**src/rtl/program_counter_unit.sv**
```systemverilog
// Program counter stage for a multicycle core: holds the fetch address, advances it once per
// retired instruction (sequential, branch or jump), traps misaligned targets, halts, counts retires.
module program_counter_unit #(
  parameter int              XLEN      = 32,
  parameter logic [XLEN-1:0] RESET_VEC = '0,
  parameter logic [XLEN-1:0] TRAP_VEC  = XLEN'('h100),
  parameter int              CNT_W     = 32
) (
  input  logic             Clk,
  input  logic             peripheral_reset,
  input  logic             en_pc,
  input  logic             write_back,
  input  logic             branch_taken,
  input  logic             jump,
  input  logic [XLEN-1:0]  target_addr,
  input  logic             halt_req,
  output logic [XLEN-1:0]  pc_out,
  output logic [XLEN-1:0]  pc_plus4_out,
  output logic             inst_addr_valid,
  output logic             misalign_trap,
  output logic             halt_out,
  output logic [CNT_W-1:0] instret_out
);

  typedef enum logic [1:0] {
    READY,
    FETCHED,
    HALTED
  } state_t;

  state_t           r_state;
  logic [XLEN-1:0]  r_pc;
  logic [CNT_W-1:0] r_instret;
  logic             r_valid;
  logic             r_trap;
  logic             r_halt;

  state_t           w_state_nxt;
  logic [XLEN-1:0]  w_pc_nxt;
  logic [CNT_W-1:0] w_instret_nxt;
  logic             w_trap_nxt;
  logic [XLEN-1:0]  w_seq_pc;
  logic             w_redirect;

  // Sequential address wraps naturally at 2^XLEN, so 0xFFFF_FFFC + 4 -> 0.
  assign w_seq_pc   = r_pc + XLEN'(4);
  assign w_redirect = jump | branch_taken;

  always_comb begin
    // NOTE: every output of this block gets a default first so no path can infer a latch.
    w_state_nxt   = r_state;
    w_pc_nxt      = r_pc;
    w_instret_nxt = r_instret;
    w_trap_nxt    = 1'b0;

    case (r_state)
      READY: begin
        if (halt_req)   w_state_nxt = HALTED;
        else if (en_pc) w_state_nxt = FETCHED;
      end
      FETCHED: begin
        if (write_back) begin
          w_instret_nxt = r_instret + CNT_W'(1);
          if (!w_redirect) begin
            w_pc_nxt = w_seq_pc;
          end else if (target_addr[1:0] != 2'b00) begin
            w_pc_nxt   = TRAP_VEC;
            w_trap_nxt = 1'b1;
          end else begin
            w_pc_nxt = target_addr;
          end
          w_state_nxt = halt_req ? HALTED : READY;
        end else if (halt_req) begin
          w_state_nxt = HALTED;
        end
      end
      HALTED:  w_state_nxt = HALTED;
      default: w_state_nxt = READY;
    endcase
  end

  always_ff @(posedge Clk) begin
    // NOTE: sequential state uses non-blocking assignments so all registers update together.
    if (peripheral_reset) begin
      r_state   <= READY;
      r_pc      <= RESET_VEC;
      r_instret <= '0;
      r_valid   <= 1'b0;
      r_trap    <= 1'b0;
      r_halt    <= 1'b0;
    end else begin
      r_state   <= w_state_nxt;
      r_pc      <= w_pc_nxt;
      r_instret <= w_instret_nxt;
      r_valid   <= (w_state_nxt == FETCHED);
      r_trap    <= w_trap_nxt;
      r_halt    <= (w_state_nxt == HALTED);
    end
  end

  assign pc_out          = r_pc;
  assign pc_plus4_out    = w_seq_pc;
  assign inst_addr_valid = r_valid;
  assign misalign_trap   = r_trap;
  assign halt_out        = r_halt;
  assign instret_out     = r_instret;

endmodule

```
**config.mk**
```make
export PLATFORM = sky130hd
export DESIGN_NAME = program_counter_unit
export DESIGN_NICKNAME = d
export VERILOG_FILES = /design/src/rtl/program_counter_unit.sv
export SDC_FILE = /design/constraint.sdc
export NUM_CORES = 1
export LEC_CHECK = 0
export CAP_MARGIN = 20
export CORE_MARGIN = 2
export CORE_UTILIZATION = 45
export CTS_BUF_LIST = sky130_fd_sc_hd__clkbuf_16
export DETAILED_ROUTE_END_ITERATION = 16
export PLACE_DENSITY = 0.8
export SYNTH_ARGS = -nofsm -noshare
export SYNTH_HDL_FRONTEND = slang
export SYNTH_SLANG_ARGS = --single-unit
export TNS_END_PERCENT = 50
```
**constraint.sdc**
```tcl
create_clock -name Clk -period 4.4 [get_ports Clk]
set_input_delay 1.32 -clock Clk [delete_from_list [all_inputs] [get_ports Clk]]
set_output_delay 1.32 -clock Clk [all_outputs]
set_load 0.005 [all_outputs]
```
==> flow_metrics.py, run 1 <==
metrics = {
    "worst_setup_path": {
        "r2r_cells": 6,
        "critPathRequiredTime_ns": 3.08,
        "regToRegSetupSlack_ns": 2.21,
        "crit_arrival_ns": 2.81,
        "path_buf_inv": 1,
        "timing.rr.start": "pc_out[3]",
        "crit_path_start_kind": "flip-flop",
        "path_class": "reg -> out",
        "cp.depth": 6,
        "critPathMaxStageDelay_ns": 0.54,
        "crit_fanout": 10,
        "rr_endpoint": "pc_out[28]",
        "crit_slowest_cell": "clkdlybuf4s50_1",
        "end_kind": "primary output",
        "crit_family": "simple AND/OR/NAND/NOR gates",
        "cp_cell_sequence": "ha_1 > and3_1 > nand4_2 > nor3_1 > xor2_1 > clkdlybuf4s50_1",
    },
    "detailed_routing": {
        "via_per_inst": 5.83,
        "drt_iter0_drc": 233,
        "finalWirelength_mm": 12.2,
        "route.detailed.drc": 0,
        "firstDrtPassIters": 5,
        "vias": 4224,
        "wl_per_cell_um": 16.8,
        "antenna_left": 0,
    },
    "synth": {
        "yosysSeqAreaShare_pct": 34.1,
        "mappedNetlistArea_um2": 3990,
        "avgSynthCellArea_um2": 8.14,
        "synthArstFlopShare_pct": 0,
        "synth_area_leaders": "dfxtp_1 (34%), xnor2_1 (7.3%), nor2_1 (5.7%)",
        "netlist_instances": 490,
        "synth_cell_type_count": 62,
        "synth_simple_gate_area_share_pct": 31.9,
        "synth_area_leader_cell": "dfxtp_1",
        "yosysWarnings": 0,
        "synth_edf_count": 0,
        "synth_top_family_by_area": "simple AND/OR/NAND/NOR gates",
        "synth_top_area_share_pct": 34.1,
        "synthXorXnorAreaFrac_pct": 11.0,
        "synth-compound-area-share_pct": 15.6,
        "muxShareOfSynthArea_pct": 1.82,
        "yosys_most_used_dff": "dfxtp_1",
        "synth_fa_ha_area_share_pct": 0.628,
        "syn_nets": 531,
        "ys_ff_latch": 68,
    },
    "pwr": {
        "power.density_nw_per_um2": 238,
        "pwr-share-comb_pct": 7.7,
        "p_sw_mw": 0.306,
        "ir_worst_vdd_v": 0.000196,
        "swShare_pct": 22.7,
        "pwr-share-clk_pct": 45.8,
        "cell_internal_pwr_mw": 1.04,
        "p_leak_nw": 1.95,
        "seq_power_share_pct": 46.5,
    },
    "grt": {
        "grtUsageTotal_pct": 24.7,
        "antenna_found_initial": 0,
        "grt_pass1_wl_mm": 19.4,
        "grt_pass1_vias": 3983,
        "grt_overflow": 0,
        "grt_max_degree": 73,
    },
    "sta": {
        "min_period_ns": 4.13,
        "setup_viol": 0,
        "max-slew-margin-rel_pct": 49.7,
        "tns_ns": 0,
        "slew_viol_final": 0,
        "period_share_pct": 93.9,
        "finClkSkew_ns": 0.00573,
        "hold_viol": 0,
        "worst_slew_pin_slew_ns": 0.755,
        "max_freq_mhz": 242,
        "rsz0062_at_grt": "false",
    },
    "floorplan": {
        "dieArea_um2": 9630,
        "die_h_um": 98.1,
        "row_count": 34,
        "die_w_um": 98.1,
        "core-area_um2": 8640,
        "ioPinCount": 138,
        "start_util_pct": 46.2,
    },
    "layout": {
        "multi_input_area_um2": 2430,
        "fillers": 718,
        "nets": 654,
        "final_core_util_pct": 65.5,
        "area_growth_pct": 41.9,
        "regArea_um2": 1360,
        "finalInstanceArea_um2": 5660,
        "num_antenna_cells": 0,
        "drive_above_1_share_pct": 7.13,
    },
    "clock_tree": {
        "htreeDepth": 3,
        "root_buffer": "clkbuf_16",
        "cts_tree": "yes",
        "cts_setup_buffers": 0,
        "ctsLongestPathBuffers": 2,
        "cts_resized": 0,
        "cts_inserted_buffers": 9,
        "clkTransAtPathRegs_ns": 0.05,
        "insertion_delay_ns": 0.33,
        "hold_buffers": 0,
        "cts.sinks": 68,
    },
    "status": {
        "status": "finished, final reports clean",
    },
    "place": {
        "numPortBuffers": 137,
        "postPlaceCellArea_um2": 5410,
        "gp_congestion": 0.928,
        "dpl.hpwl_mm": 8.61,
    },
    "min_path": {
        "hold_depth": 1,
        "holdCritPathClass": "reg -> reg",
        "hold_end": "pc_out[0]",
        "min_from": "pc_out[0]",
    },
    "flow_run": {
        "cap_violations": 0,
    },
}
-- logic make-up after synthesis --
kind of cell / after synthesis
AOI/OAI and AO/OA: 93
xor gates and xnor gates: 50
adders and majority gates: 2
buffers and inverters: 48
DFF: 68
muxes: 7
and+or+nand+nor: 222
-- how the worst max path moves through the flow --
stage,start,end,slack (ns)
final,pc_out[3],pc_plus4_out[28],0.27
after global routing,pc_out[3],pc_plus4_out[24],0.12
after CTS,pc_out[3],pc_plus4_out[28],0.29
after detailed placement,pc_out[3],pc_plus4_out[28],0.67
after global placement,pc_out[3],pc_plus4_out[24],0.72
after floorplan,pc_out[3],pc_plus4_out[24],1.47
-- per-layer routing --
metal | routed length [um] | GRT usage [%]
met1 | 4880 | 29.3
met2 | 5950 | 42.3
met3 | 1150 | 6.23
met4 | 220 | 10.7
met5 | 0 | 0
-- cell usage in the layout, fill, tap and decap left out, drive strengths merged, types with 3 or more instances in the layout --
cell / Yosys / final
buf: 13 / 8
nand3b: 3 / 3
inv: 16 / 18
or3: 9 / 9
clkdlybuf4s50: 0 / 136
mux2i: 5 / 5
nand3: 20 / 20
a32oi: 3 / 3
a31oi: 3 / 3
o31a: 5 / 5
o21ai: 19 / 19
and3: 6 / 6
clkbuf: 19 / 9
nor2: 62 / 62
clkinv: 0 / 4
a211oi: 3 / 3
o32ai: 5 / 5
a221oi: 6 / 6
and4: 8 / 8
xor2: 17 / 17
and2: 4 / 4
dfxtp: 68 / 68
a2bb2oi: 3 / 3
nor3b: 3 / 3
nand4: 18 / 18
a22oi: 9 / 9
nor3: 27 / 27
a21oi: 22 / 22
nand2: 36 / 36
o22ai: 5 / 5
xnor2: 33 / 33
nor4: 16 / 16
-- registers in the layout, indices dropped and copies added, names as in the netlist --
name / cells
r_state: 2
misalign_trap: 1
instret_out: 32
inst_addr_valid: 1
pc_out: 32
-- cell type report --
class | instances | area share (%)
well taps | 108 | 2.39
multi-input cells | 374 | 43.0
repair buffers | 144 | 25.1
inverters | 16 | 1.06
clock inverters | 6 | 0.442
clock buffers | 9 | 3.98
flip-flops and latches | 68 | 24.1
-- power groups by stage --
| stage | sequential (mW) | combinational [mW] | clock [mW] |
|---|---|---|---|
| 3_5_place_dp | 0.640 | 0.103 | 0 |
| 3_3_place_gp | 0.639 | 0.102 | 0 |
| 5_1_grt | 0.627 | 0.111 | 0.659 |
| 4_1_cts | 0.627 | 0.104 | 0.628 |
| 2_1_floorplan | 0.639 | 0.0418 | 0 |
| 6_report | 0.627 | 0.104 | 0.618 |
-- cells in the mapped netlist, types with 3 or more instances --
cell and number:
o22ai_1 5, a211oi_1 3, nor4_1 10, buf_1 3, clkbuf_1 19, o31a_1 5
o32ai_1 5, a2bb2oi_1 3, dfxtp_1 68, a32oi_1 3, buf_2 8, xor2_1 17
nor3_1 26, inv_1 15, a221oi_1 6, nand4_1 12, nand3_1 17, nor2_1 61
nor4_2 4, and3_1 5, a21oi_1 22, nand2_1 36, xnor2_1 33, mux2i_1 5
and4_1 7, nand3b_1 3, a31oi_1 3, nor3b_1 3, a22oi_1 9, o21ai_0 17
and2_1 4, nand4_2 4, or3_1 9
-- stage by stage --
step	total power, mW	hold WS (ns)	cells	setup slack [ns]
3_3_place_gp	0.741	0.479	710	0.718
6_report	1.35	0.486	725	0.270
5_1_grt	1.40	0.528	725	0.120
4_1_cts	1.36	0.492	725	0.291
2_1_floorplan	0.681	0.487	490	1.47
3_5_place_dp	0.743	0.485	710	0.668
Power figures use the tool's default switching activity.
==> run 2: changes to the inputs <==
SLEW_MARGIN = 20   (was default)
==> results of run 2 <==
The final DEF is identical to that of run 1; final timing and power are the same.
